<file path="src/rtl/uart_cmd_ctrl.sv">
// Command sequencer: pops ASCII commands from the RX FIFO, merges them with
// front-panel button pulses into counter controls, and streams status frames to TX.
module uart_cmd_ctrl #(
    parameter bit         ACK_EN   = 1'b1,
    parameter logic [7:0] ACK_CHAR = 8'h3E
) (
    input  logic        clk,
    input  logic        rst,
    input  logic        btn_run,
    input  logic        btn_clear,
    input  logic        btn_mode,
    input  logic [7:0]  rx_data,
    input  logic        rx_valid,
    output logic        rx_pop,
    output logic [7:0]  tx_data,
    output logic        tx_push,
    input  logic        tx_full,
    input  logic [15:0] count_bcd,
    output logic        run_en,
    output logic        clear_pulse,
    output logic        mode
);

    typedef enum logic [1:0] {IDLE, DECODE, ACK, REPORT} state_t;

    state_t      state;
    logic [7:0]  cmd_reg;
    logic [2:0]  idx;
    logic        snap_run;
    logic        snap_mode;
    logic [15:0] snap_cnt;
    logic [7:0]  cmd_lc;
    logic        dec_run;
    logic        dec_clear;
    logic        dec_mode;
    logic        dec_stat;

    function automatic logic [7:0] digit_char(input logic [3:0] d);
        return (d > 4'd9) ? 8'h3F : (8'h30 + {4'h0, d});
    endfunction

    function automatic logic [7:0] frame_byte(input logic [2:0] i, input logic r,
                                              input logic m, input logic [15:0] cnt);
        case (i)
            3'd0:    return r ? 8'h52 : 8'h50;
            3'd1:    return m ? 8'h44 : 8'h55;
            3'd2:    return digit_char(cnt[15:12]);
            3'd3:    return digit_char(cnt[11:8]);
            3'd4:    return digit_char(cnt[7:4]);
            3'd5:    return digit_char(cnt[3:0]);
            3'd6:    return 8'h0D;
            default: return 8'h0A;
        endcase
    endfunction

    // Pop and push are combinational so flow control reacts to tx_full/rx_valid
    // in the same cycle; both are masked during reset so an abort pushes nothing.
    always_comb begin
        rx_pop    = !rst && (state == IDLE) && rx_valid;
        tx_push   = !rst && ((state == ACK) || (state == REPORT)) && !tx_full;
        cmd_lc    = cmd_reg | 8'h20;
        dec_run   = (state == DECODE) && (cmd_lc == 8'h72);
        dec_clear = (state == DECODE) && (cmd_lc == 8'h63);
        dec_mode  = (state == DECODE) && (cmd_lc == 8'h6D);
        dec_stat  = (state == DECODE) && (cmd_lc == 8'h73);
    end

    always_ff @(posedge clk) begin
        if (rst) begin
            state       <= IDLE;
            cmd_reg     <= '0;
            idx         <= '0;
            snap_run    <= 1'b0;
            snap_mode   <= 1'b0;
            snap_cnt    <= '0;
            tx_data     <= '0;
            run_en      <= 1'b0;
            mode        <= 1'b0;
            clear_pulse <= 1'b0;
        end else begin
            // OR before applying so a button and a same-function command act once
            run_en      <= run_en ^ (btn_run | dec_run);
            mode        <= mode ^ (btn_mode | dec_mode);
            clear_pulse <= btn_clear | dec_clear;

            case (state)
                IDLE: begin
                    if (rx_valid) begin
                        cmd_reg <= rx_data;
                        state   <= DECODE;
                    end
                end
                DECODE: begin
                    if (dec_stat) begin
                        snap_run  <= run_en;
                        snap_mode <= mode;
                        snap_cnt  <= count_bcd;
                        idx       <= '0;
                        tx_data   <= frame_byte(3'd0, run_en, mode, count_bcd);
                        state     <= REPORT;
                    end else if ((dec_run || dec_clear || dec_mode) && ACK_EN) begin
                        tx_data <= ACK_CHAR;
                        state   <= ACK;
                    end else begin
                        state <= IDLE;
                    end
                end
                ACK: begin
                    if (tx_push) begin
                        state <= IDLE;
                    end
                end
                REPORT: begin
                    // tx_data always holds the byte at idx, so it is stable while stalled
                    if (tx_push) begin
                        if (idx == 3'd7) begin
                            state <= IDLE;
                        end else begin
                            idx     <= idx + 3'd1;
                            tx_data <= frame_byte(idx + 3'd1, snap_run, snap_mode, snap_cnt);
                        end
                    end
                end
                default: state <= IDLE;
            endcase
        end
    end

endmodule

</file>
<file path="config.mk">
export PLATFORM = sky130hd
export DESIGN_NAME = uart_cmd_ctrl
export DESIGN_NICKNAME = d
export VERILOG_FILES = /design/src/rtl/uart_cmd_ctrl.sv
export SDC_FILE = /design/constraint.sdc
export NUM_CORES = 1
export LEC_CHECK = 0
export CAP_MARGIN = 10
export CORE_MARGIN = 1.5
export CORE_UTILIZATION = 35
export CTS_CLUSTER_SIZE = 10
export DETAILED_ROUTE_END_ITERATION = 12
export GPL_TIMING_DRIVEN = 0
export PLACE_DENSITY_LB_ADDON = 0.08
export SYNTH_ARGS = -nofsm -noshare
export SYNTH_HDL_FRONTEND = slang
export SYNTH_SLANG_ARGS = --single-unit
</file>
<file path="constraint.sdc">
create_clock -name clk -period 2.1 [get_ports clk]
set_input_delay 0.315 -clock clk [delete_from_list [all_inputs] [get_ports clk]]
set_output_delay 0.315 -clock clk [all_outputs]
set_load 0.01 [all_outputs]
</file>
=== Yosys cells after proc, flatten, opt, wreduce, memory -nomap -nowiden ===
Index checks and enable logic that the tools add are counted.

* Register bits after elaboration: 42
* Output and inout port bits: 13
* Input port bits: 31

* Bitwise logic cells: 5
* $add $sub $neg: 5
* Multiplexer cells: 24
* Equal/unequal tests: 21
* $lt $le $gt $ge: 4
* Reductions and logical operators: 21

{| class="wikitable"
|+ Operator list
! operator !! number
|-
| $pmux 7 s7 || 1
|-
| $mux 8 || 4
|-
| $add 6x4->7 const A || 4
|-
| $eq 7x6->1 const B || 4
|-
| $mux 7 || 4
|-
| $gt 4x4->1 const B || 4
|-
| $mux 2 || 8
|-
| $pmux 8 s2 || 1
|-
| $eq 3x3->1 const B || 4
|-
| $reduce_and 4->1 || 3
|-
| $ne 2x2->1 const B || 5
|-
| $mux 3 || 3
|-
| $logic_and 1x1->1 || 8
|-
| $pmux 2 s4 || 1
|-
| $eq 3x2->1 const B || 2
|-
| $pmux 3 s2 || 1
|-
| $mux 5 || 1
|-
| $eq 2x2->1 const B || 2
|-
| $reduce_and 2->1 || 2
|-
| $add 3x1->3 const B || 1
|-
| $eq 3x1->1 const B || 1
|-
| $logic_not 3->1 || 1
|-
| $logic_or 1x1->1 || 3
|-
| $ne 3x2->1 const B || 1
|-
| other kinds (7) || 11
|}

=== Depth between registers and ports, before layout ===
Gate-level depths: netlist of the first run.

* Depth after elaboration: 7
* Mapped depth: 8
* Mapped depth without buffers: 7

=== Worst setup path before layout of the first run ===
Ideal clock, no wire load.

* Kind: reg2reg
* Start: register idx[0]
* End: register tx_data[1]
* Library setup time: 0.116 ns
* Arrival time: 1.829 ns
* Stages on the path, launching flop included: 9
* Required time: 1.984 ns
* Setup slack: 0.155 ns
* Buffers on the path: 1
* Cells stage by stage: dfxtp_1 -> ha_1 -> ha_1 -> clkbuf_1 -> nand2b_1 -> and3_1 -> nor4_1 -> o21ai_0 -> a31o_1

* Cells in the longest elaborated chain, start to end: 6
* Elaborated cells on any way between the ends: 15

{| class="wikitable"
|+ RTL lines
! what !! RTL line !! RTL
|-
| start: declaration || 28 || <nowiki>logic [2:0] idx;</nowiki>
|-
| start signal: assignment || 119 || <nowiki>idx <= idx + 3'd1;</nowiki>
|-
| $add 3x1->3 || 120 || <nowiki>tx_data <= frame_byte(idx + 3'd1, snap_run, snap_mode, snap_cnt);</nowiki>
|-
| $eq 3x3->1, or another cell as far along || 44 || <nowiki>case (i)</nowiki>
|-
| $pmux 7 s7 || 44 ||
|-
| $mux 8 || 116 || <nowiki>if (idx == 3'd7) begin</nowiki>
|-
| $mux 8 || 115 || <nowiki>if (tx_push) begin</nowiki>
|-
| $pmux 8 s2 || 86 || <nowiki>case (state)</nowiki>
|-
| end signal: assignment || 99 || <nowiki>tx_data <= frame_byte(3'd0, run_en, mode, count_bcd);</nowiki>
|-
| end signal: assignment || 120 ||
|-
| end: declaration || 15 || <nowiki>output logic [7:0] tx_data,</nowiki>
|}

Several ways; a longest one is shown, not always the timed one. The select of a mux whose other input is x is not followed.
A chain may end at the register's enable or synchronous reset.

=== Worst setup path after layout of the first run ===
* Start: register idx[1]
* End: register tx_data[1]

The elaborated chain is that of the path after synthesis.

==> impl_results.md, run 1 <==
- Status: completed
- Maximum clock frequency: approximately 500 MHz
- Cells on worst reg2reg path: 7
- Total count of max-transition violations in the final report: 0
- Yosys top cell area share: 40.23%
- Most frequently used flop master after synthesis: sky130_fd_sc_hd__dfxtp_1
- Startpoint types: flip-flop
- Most area-hungry cell type in the Yosys netlist: sky130_fd_sc_hd__dfxtp_1
- Initial antenna violation count: 0
- Post-Route M1 WL: 2395 um
- Max VDD drop: 247.3 uV
- Per-instance average area after synthesis: between 7 and 8 sq um
- Amount of wire on met2 after detailed routing: 2272 um
- Std-Cell Rows: 27
- # setup viols final: 0
- Global route overflow: 0
- Number of hold buffers added after cts: 0
- Total via count in the routed design: between 1.5k and 2k
- Reg power frac: 50.7%
- Gpl congestion: 0.8788
- Vias in the first global route: 1701
- Unrepaired setup endpoints after global routing: no
- Insertion delay of the later-clocked pin in the worst-skew pair: around 300 ps
- Endpoint of the worst hold-timing path: snap_cnt[8]$_SDFFE_PP0P_
- Data arrival, critical path: 2250 ps
- Hold path start: snap_cnt[8]$_SDFFE_PP0P_
- Fraction of power consumed by the clock network: about two fifths
- Hold/Removal Path Class: flip-flop to flip-flop
- Register bit count reported by yosys: 40
- Finished Core Util: a little under half
- Launch point of the worst reg-to-reg path: idx[1]$_SDFFE_PP0P_
- Number of warning messages in the yosys log: 0
- Switching power total: 341.0 uW
- Library cells used by synthesis: 51
- Area of the mapped netlist: 1991 sq um
- Final antenna diode count: 0
- Period Utilization, post-route: 97.48%
- Total Power: 1.553 mW
- Number of violations of the max-capacitance limit: 0
- Commonest cells after routing, fill and taps aside: sky130_fd_sc_hd__nand2_1 (43), sky130_fd_sc_hd__dfxtp_1 (39), sky130_fd_sc_hd__clkdlybuf4s50_1 (39)
- Setup clock skew after layout: 10.02 ps
- Buffers on Ports: 40
- Capture instance of the worst register-to-register path: tx_data[1]$_SDFFE_PP0P_
- Post-detailed-placement cell area: 2481 sq um
- Type of the worst setup path: flip-flop to flip-flop
- Flop-to-flop setup slack: 50 ps
- Logic pwr share: roughly 9%
- Max Used Layer: met4
- Antenna-violating nets left: 0
- GRT Resource Usage Total: around 17%
- CP Data Required Time: 2300 ps
- Slew @ Worst Pin: 550.8 ps
- Cells after synthesis: 250
- Crit. End Element: flip-flop
- Total Routed Length: 4950 um
- H-tree depth: 2
- Share of synthesized area occupied by flip-flops and latches: 40.23%
- Setup_tns: 0 ps
- Starting Density: 36.15%
- Number of clock sinks: 40
- Wire length of the first global-routing pass: 8362 um
- Register Area: roughly 800 sq um
- Average via count per standard cell: 4.981
- Min Hold Slack: 460.6 ps
- Total Die Area: 6149 sq um
- Minimum clock period: 2047 ps
- Top post-synthesis cells by area: sky130_fd_sc_hd__dfxtp_1 (40%), sky130_fd_sc_hd__nand2_1 (8.1%), sky130_fd_sc_hd__a21oi_1 (8.0%), sky130_fd_sc_hd__nor2_1 (5.3%), sky130_fd_sc_hd__ha_1 (3.8%)
- Final net count: 334
- Die X-Extent: 78.42 um
- Final cell count without fillers: 370
- Largest register FFs: 16
- Maximum count of clock buffers along a single path: 2
- Sw Share: 21.96%
- Worst Setup Slack, final: roughly 53 ps
- Combined area of the multi-input logic cells: ~1100 sq um
- Cell internal power dissipation: 1.212 mW
- Core ar.: 5507 sq um
- Final Hold Violating Endpoints: 0
- Number of synthesized flops with an enable pin: 0
- Maximum number of pins on one net before global-route repair: 13
- Final design instance area without fill: 2611 sq um
- Most common cell after layout, fill and taps aside: sky130_fd_sc_hd__nand2_1
- Share of final-layout standard cells stronger than drive strength 1: under 10%
- Inserted Clock Buffers: 5
- Worst slew margin: a little over three fifths
- Detailed-routed wire length on met3: 227 um
- Fill count: 590
- Placement-stage worst setup slack: -361.6 ps
- Number of top-level pins: 44
- Number of iterations in the first detailed-routing pass: 4
- Final HPWL from detailed placement: 3572 um
- Pwr/cell area: 594.6 nW/um^2
- Worst-path clk slew: 80 ps
- Number of cells on the worst hold path: 2
- Standby leakage power: 0.9553 nW
- Biggest fanout along the worst timing path: 10
- Root cell of the clock tree: sky130_fd_sc_hd__clkbuf_8
- CTS tree: built
- Share of synthesized flip-flops with an asynchronous set or reset: 0%
- Die Span Y: 78.42 um
- Post-synthesis to final-layout area growth: 31.18%
- DRC Markers: 0
- Syn_nets: 287
- Dpl cells: 362
- DRC marker count from the first detailed-route iteration: 70
- Post-detailed-route wirelength per cell: around 13 um
==> kinds of logic (layout without fill, tap and decap cells) <==
logic type                 after synthesis  count (layout)  share of synthesized area (%)
DFF                                     40              40                          40.23
and+or+nand+nor                        107             107                          26.71
xor gates and xnor gates                 2               2                         0.8801
AOI/OAI and AO/OA                       67              67                          20.18
adders and majority gates                6               6                          3.771
buffers and inverters                   20              68                          4.525
other                                    1               1                         0.1884
muxes                                    7               7                          3.520
==> power by group through the flow <==
stage          logic (mW)  clock network [mW]  registers (mW)
2_1_floorplan      0.0569                   0           0.804
5_1_grt             0.153               0.681           0.791
4_1_cts             0.142               0.653           0.788
6_report            0.140               0.625           0.788
3_3_place_gp        0.137                   0           0.805
3_5_place_dp        0.138                   0           0.806
==> worst max-delay path, stage by stage, from the launching register on <==
cell                       delay (ps)
sky130_fd_sc_hd__dfxtp_1          400
sky130_fd_sc_hd__ha_1             190
sky130_fd_sc_hd__ha_2             330
sky130_fd_sc_hd__nand2b_1         180
sky130_fd_sc_hd__and3_1           210
sky130_fd_sc_hd__nor4_2           280
sky130_fd_sc_hd__o21ai_1          140
sky130_fd_sc_hd__a31o_1           220
==> per-layer routing <==
| layer | vias up | global-route usage, % |
|---|---|---|
| met1 | 827 | 23.37 |
| met5 | - | 0 |
| met4 | 0 | 4.821 |
| met2 | 44 | 27.48 |
| li1 | 966 | - |
| met3 | 6 | 4.767 |
==> layout make-up <==
cell class / instances / share of cell area, %
inverters: 4 / 0.5750
clock inverters: 2 / 1.342
clock buffers: 6 / 2.779
plain buffers: 15 / 2.971
repair buffers: 41 / 15.72
flip-flops and latches: 40 / 30.71
multi-input cells: 190 / 42.45
well taps: 72 / 3.450
==> synthesized netlist by cell type (all sizes together) (2+ instances only) <==
master,instances
nand2,45
dfxtp,40
a21oi,32
nor2,28
clkbuf,9
o21ai,9
buf,7
mux2i,7
ha,6
a31oi,5
nor2b,5
nor3,5
nor3b,5
inv,4
a211oi,3
nand2b,3
o21a,3
o22ai,3
and3b,2
and4bb,2
nand4,2
nor4,2
o31ai,2
==> worst max path at each step <==
stage / end / startpoint
6_report: tx_data[1]$_SDFFE_PP0P_ / idx[1]$_SDFFE_PP0P_
5_1_grt: tx_data[1]$_SDFFE_PP0P_ / idx[1]$_SDFFE_PP0P_
4_1_cts: tx_data[1]$_SDFFE_PP0P_ / idx[0]$_SDFFE_PP0P_
3_5_place_dp: rx_pop / rx_valid
3_3_place_gp: rx_pop / rx_valid
2_1_floorplan: tx_data[1]$_SDFFE_PP0P_ / idx[0]$_SDFFE_PP0P_
==> timing repair <==
action / CTS / global route
endpoints found under the setup margin: 7 / 2
buffers inserted: 1 / 0
gates resized for setup: 5 / 4
hold endpoints to repair: 0 / 0
(Power assumes the default switching activity.)
==> run 2, diff against run 1 <==
--- a/config.mk
+++ b/config.mk
@@ -12,6 +12,7 @@
 export DETAILED_ROUTE_END_ITERATION = 12
 export GPL_TIMING_DRIVEN = 0
 export PLACE_DENSITY_LB_ADDON = 0.08
+export SKIP_CTS_REPAIR_TIMING = 1
 export SYNTH_ARGS = -nofsm -noshare
 export SYNTH_HDL_FRONTEND = slang
 export SYNTH_SLANG_ARGS = --single-unit
==> impl_results.md, run 2 (synthesis gave the netlist of run 1 again) <==
- Post-synthesis to final-layout area growth: 31.55%
- H-tree depth: 2 (unchanged)
- Met2 Track Usage GR: 27.13% (-0.35 points)
- Maximum clock frequency: 488.6 MHz (about the same)
- Hold/Removal Path Class: flip-flop to flip-flop
- Status: completed
- Switching power total: 340.6 uW (-0.13%)
- Setup clock skew after layout: 9.610 ps (-0.4094 ps)
- CP Data Required Time: 2300 ps (about the same)
- Largest register FFs: 16 (unchanged)
- Pwr/cell area: 593.3 nW/um^2 (-0.21%)
- Sw Share: 21.92% (-0.046 points)
- Post-detailed-placement cell area: 2481 sq um (unchanged)
- Setup_tns: 0 ps (unchanged)
- Slew @ Worst Pin: 537.7 ps (-13.04 ps)
- Unrepaired setup endpoints after global routing: no
- Maximum count of clock buffers along a single path: 2 (unchanged)
- Number of violations of the max-capacitance limit: 0 (unchanged)
- Flop-to-flop setup slack: 50 ps (about the same)
- Logic pwr share: 9.1% (about the same)
- Cell internal power dissipation: 1.213 mW (+0.13%)
- Inserted Clock Buffers: 5 (unchanged)
- Reg power frac: 50.7% (about the same)
- Period Utilization, post-route: 97.45% (about the same)
- Insertion delay of the later-clocked pin in the worst-skew pair: 300 ps (about the same)
- Maximum number of pins on one net before global-route repair: 13 (unchanged)
- Fraction of power consumed by the clock network: 40.2% (about the same)
- CTS tree: built
- Root cell of the clock tree: sky130_fd_sc_hd__clkbuf_8
- Core ar.: 5507 sq um (unchanged)
- Minimum clock period: 2047 ps (-0.4814 ps)
- # setup viols final: 0 (unchanged)
- GRT Resource Usage Total: 17.33% (-0.098 points)
- Standby leakage power: 0.9602 nW (+0.52%)
- Final antenna diode count: 0 (unchanged)
- Buffers on Ports: 40 (unchanged)
- Worst Setup Slack, final: 53.47 ps (+0.4814 ps)
- Wire length of the first global-routing pass: 8321 um (-0.49%)
- Global route overflow: 0 (unchanged)
- Starting Density: 36.15% (unchanged)
- DRC Markers: 0 (unchanged)
- Crit. End Element: flip-flop
- Placement-stage worst setup slack: -361.6 ps (unchanged)
- Final HPWL from detailed placement: 3572 um (unchanged)
- Die X-Extent: 78.42 um (unchanged)
- Fill count: 590 (unchanged)
- Final Hold Violating Endpoints: 0 (unchanged)
- Dpl cells: 362 (unchanged)
- Total Routed Length: 4937 um (-0.26%)
- Post-detailed-route wirelength per cell: 13.31 um (-0.53%)
- Total count of max-transition violations in the final report: 0 (unchanged)
- Number of iterations in the first detailed-routing pass: 4 (unchanged)
- Std-Cell Rows: 27 (unchanged)
- Die Span Y: 78.42 um (unchanged)
- Total Die Area: 6149 sq um (unchanged)
- Data arrival, critical path: 2250 ps (about the same)
- Most common cell after layout, fill and taps aside: sky130_fd_sc_hd__nand2_1
- DRC marker count from the first detailed-route iteration: 65 (-7.1%)
- Most heavily used metal layer in global routing: met2
- Worst slew margin: 64.15% (+0.87 points)
- Average via count per standard cell: 4.946 (-0.70%)
- Type of the worst setup path: flip-flop to flip-flop
- Commonest cells after routing, fill and taps aside: sky130_fd_sc_hd__nand2_1 (43), sky130_fd_sc_hd__dfxtp_1 (39), sky130_fd_sc_hd__clkdlybuf4s50_1 (39)
- Number of clock sinks: 40 (unchanged)
- Min Hold Slack: 460.5 ps (-0.02500 ps)
- Startpoint types: flip-flop
- Final design instance area without fill: 2619 sq um (+0.29%)
- GRT met3 Usage: 4.767% (unchanged)
- Vias in the first global route: 1690 (-0.65%)
- Worst-path clk slew: 80 ps (about the same)
- Number of top-level pins: 44 (unchanged)
- Final cell count without fillers: 371 (+0.27%)
- Max VDD drop: 247.4 uV (about the same)
- Final net count: 335 (+0.30%)
- Total via count in the routed design: 1835 (-0.43%)
- GR Util met1: 23.37% (unchanged)
- Initial antenna violation count: 0 (unchanged)
- Biggest fanout along the worst timing path: 10 (unchanged)
- Share of final-layout standard cells stronger than drive strength 1: 9.030% (+0.31 points)
- Antenna-violating nets left: 0 (unchanged)
- Gpl congestion: 0.8788 (unchanged)
[run 2: changes by cell type in the layout (fill, tap and decap cells not counted), sizes merged]
cell / delta
buf: +1
[run 2: final timing paths]
kind,start,to,cells past startpoint
worst max register to register,idx[1]$_SDFFE_PP0P_,tx_data[1]$_SDFFE_PP0P_,7
worst max-delay path,idx[1]$_SDFFE_PP0P_,tx_data[1]$_SDFFE_PP0P_,7
worst min register to register,snap_cnt[8]$_SDFFE_PP0P_,snap_cnt[8]$_SDFFE_PP0P_,2
worst min-delay path,snap_cnt[8]$_SDFFE_PP0P_,snap_cnt[8]$_SDFFE_PP0P_,2
[run 2: final cells by class]
cell class	instances	area, sq um	share of cell area [%]
well taps	72	90.09	3.440
inverters	4	15.01	0.5733
clock buffers	6	72.57	2.771
multi-input cells	190	1109	42.33
flip-flops and latches	40	802.0	30.63
repair buffers	42	417.9	15.96
clock inverters	2	35.03	1.338
plain buffers	15	77.57	2.962
[run 2: critical path, stage by stage, from the launching register on]
cell                       delay [ps]
sky130_fd_sc_hd__dfxtp_1          400
sky130_fd_sc_hd__ha_1             190
sky130_fd_sc_hd__ha_2             330
sky130_fd_sc_hd__nand2b_1         180
sky130_fd_sc_hd__and3_1           210
sky130_fd_sc_hd__nor4_2           280
sky130_fd_sc_hd__o21ai_1          140
sky130_fd_sc_hd__a31o_1           220
[run 2: metrics by stage]
stage          util [%]  total power [mW]
5_1_grt           47.56             1.627
4_1_cts           47.01             1.580
3_5_place_dp      45.06            0.9437
3_3_place_gp      45.06            0.9426
2_1_floorplan         -            0.8610
6_report          47.56             1.554
[run 2: power by group through the flow]
stage | Combinational [mW] | Sequential (mW) | Clock (mW)
final | 0.142 | 0.788 | 0.625
after global routing | 0.155 | 0.791 | 0.681
after CTS | 0.139 | 0.788 | 0.653
after detailed placement | 0.138 | 0.806 | 0
after global placement | 0.137 | 0.805 | 0
after floorplan | 0.0569 | 0.804 | 0
[run 2: per-layer routing]
layer,wire (um),up-vias
li1,-,968
met1,2404,823
met2,2258,38
met3,221,6
met4,54,0
met5,0,-
==> run 3, diff against run 2 <==
--- a/config.mk
+++ b/config.mk
@@ -6,7 +6,6 @@
 export NUM_CORES = 1
 export LEC_CHECK = 0
 export CAP_MARGIN = 10
-export CORE_MARGIN = 1.5
 export CORE_UTILIZATION = 35
 export CTS_CLUSTER_SIZE = 10
 export DETAILED_ROUTE_END_ITERATION = 12
==> impl_results.md, run 3 (synthesis gave the netlist of run 1 again) <==
- CP Data Required Time: 2300 ps (about the same)
- Total Routed Length: 5080 um (+2.9%)
- Share of final-layout standard cells stronger than drive strength 1: 9.699% (+0.67 points)
- Starting Density: 36.15% (unchanged)
- DRC marker count from the first detailed-route iteration: 106 (+63%)
- Period Utilization, post-route: 96.66% (-0.80 points)
- Number of top-level pins: 44 (unchanged)
- Max Used Layer: met4
- Std-Cell Rows: 27 (unchanged)
- Max VDD drop: 258.6 uV (+4.5%)
- Largest register FFs: 16 (unchanged)
- Finished Core Util: 47.33% (-0.23 points)
- Final antenna diode count: 0 (unchanged)
- Dpl cells: 362 (unchanged)
- Antenna-violating nets left: 0 (unchanged)
- H-tree depth: 2 (unchanged)
- Amount of wire on met2 after detailed routing: 2388 um (+5.8%)
- CTS tree: built
- Total Power: 1.468 mW (-5.5%)
- Biggest fanout along the worst timing path: 10 (unchanged)
- # setup viols final: 0 (unchanged)
- Number of clock sinks: 40 (unchanged)
- Total via count in the routed design: 1854 (+1.0%)
- Worst-path clk slew: 80 ps (about the same)
- Maximum clock frequency: 492.7 MHz (+0.82%)
- Maximum number of pins on one net before global-route repair: 13 (unchanged)
- Global route overflow: 0 (unchanged)
- Hold/Removal Path Class: flip-flop to flip-flop
- Post-synthesis to final-layout area growth: 30.92%
- Number of iterations in the first detailed-routing pass: 4 (unchanged)
- Minimum clock period: 2030 ps (-16.74 ps)
- Number of violations of the max-capacitance limit: 0 (unchanged)
- Die Span Y: 77.42 um (-1.3%)
- Unrepaired setup endpoints after global routing: no
- Data arrival, critical path: 2230 ps (-20 ps)
- Maximum count of clock buffers along a single path: 2 (unchanged)
- Core ar.: 5507 sq um (unchanged)
- Status: completed
- Vias in the first global route: 1770 (+4.7%)
- Post-Route M1 WL: 2357 um (-2.0%)
- Die X-Extent: 77.42 um (-1.3%)
- Buffers on Ports: 40 (unchanged)
- Startpoint types: flip-flop
- Final cell count without fillers: 371 (unchanged)
- Total count of max-transition violations in the final report: 0 (unchanged)
- Most common cell after layout, fill and taps aside: sky130_fd_sc_hd__nand2_1
- Standby leakage power: 0.9532 nW (-0.73%)
- Total Die Area: 5993 sq um (-2.5%)
- DRC Markers: 0 (unchanged)
- Final Hold Violating Endpoints: 0 (unchanged)
- Inserted Clock Buffers: 5 (unchanged)
- Initial antenna violation count: 0 (unchanged)
- Root cell of the clock tree: sky130_fd_sc_hd__clkbuf_8
- GRT Resource Usage Total: 18.50% (+1.2 points)
- Average via count per standard cell: 4.997 (+1.0%)
- Worst slew margin: 59.12% (-5.0 points)
- Pwr/cell area: 563.3 nW/um^2 (-5.1%)
- Slew @ Worst Pin: 613.2 ps (+75.43 ps)
- Gpl congestion: 0.8852 (+0.73%)
- Setup clock skew after layout: 11.13 ps (+1.523 ps)
- Crit. End Element: flip-flop
- Wire length of the first global-routing pass: 8569 um (+3.0%)
- Fill count: 565 (-4.2%)
- Final net count: 335 (unchanged)
- Commonest cells after routing, fill and taps aside: sky130_fd_sc_hd__nand2_1 (43), sky130_fd_sc_hd__clkdlybuf4s50_1 (39), sky130_fd_sc_hd__dfxtp_1 (37)
- Type of the worst setup path: flip-flop to flip-flop
- Detailed-routed wire length on met3: 226 um (+2.3%)
- Final HPWL from detailed placement: 3628 um (+1.6%)
- Insertion delay of the later-clocked pin in the worst-skew pair: 300 ps (about the same)
- Post-detailed-route wirelength per cell: 13.69 um (+2.9%)
-- run 3: cell types whose count changed in the layout (fill, tap and decap cells not counted), sizes merged --
cell	change
clkinv	-1
bufinv	-1
clkbuf	+1
clkinvlp	+1
-- run 3: area by class of cell --
cell class	instances	area [sq um]	area share (%)
plain buffers	15	77.57	2.976
clock buffers	7	86.33	3.313
clock inverters	1	7.507	0.2880
inverters	4	15.01	0.5761
multi-input cells	190	1107	42.49
flip-flops and latches	40	804.5	30.87
well taps	72	90.09	3.457
repair buffers	42	417.9	16.03
-- run 3: critical path, stage by stage, from the launching register on --
cell                       delay (ps)
sky130_fd_sc_hd__dfxtp_2          350
sky130_fd_sc_hd__ha_1             210
sky130_fd_sc_hd__ha_2             330
sky130_fd_sc_hd__nand2b_1         180
sky130_fd_sc_hd__and3_1           200
sky130_fd_sc_hd__nor4_1           270
sky130_fd_sc_hd__o21ai_0          160
sky130_fd_sc_hd__a31o_1           220
-- run 3: final timing paths --
check        depth (start not counted)                   from  slack (ps)                      end
max reg2reg                          7    idx[0]$_SDFFE_PP0P_          70  tx_data[1]$_SDFFE_PP0P_
max                                  7    idx[0]$_SDFFE_PP0P_          70  tx_data[1]$_SDFFE_PP0P_
min                                  2  snap_run$_SDFFE_PP0P_         460    snap_run$_SDFFE_PP0P_
min reg2reg                          2  snap_run$_SDFFE_PP0P_         460    snap_run$_SDFFE_PP0P_
-- run 3: layer usage --
layer  global-route usage [%]  vias to the layer above
met5                        0                        -
met4                    9.057                        0
met3                    3.882                        7
met2                    30.09                       42
met1                    23.13                      835
li1                         -                      970
-- run 3: stage by stage --
| step | setup slack (ps) | hold slack [ps] | instance area (sq um) | setup TNS [ps] |
|---|---|---|---|---|
| 2_1_floorplan | 155.0 | 427.6 | 1991 | 0 |
| 3_3_place_gp | -388.1 | 441.5 | 2481 | -823.5 |
| 3_5_place_dp | -357.5 | 449.9 | 2481 | -757.2 |
| 4_1_cts | -379.8 | 461.0 | 2575 | -948.0 |
| 5_1_grt | 16.76 | 495.5 | 2606 | 0 |
| 6_report | 70.22 | 455.8 | 2606 | 0 |
-- run 3: power by group --
part	switching [mW]	internal [mW]	leakage [nW]	total, mW
clock	0.270	0.267	0.0445	0.537
combinational	0.0550	0.0877	0.583	0.143
sequential	0.0148	0.773	0.326	0.788
total	0.340	1.13	0.953	1.47
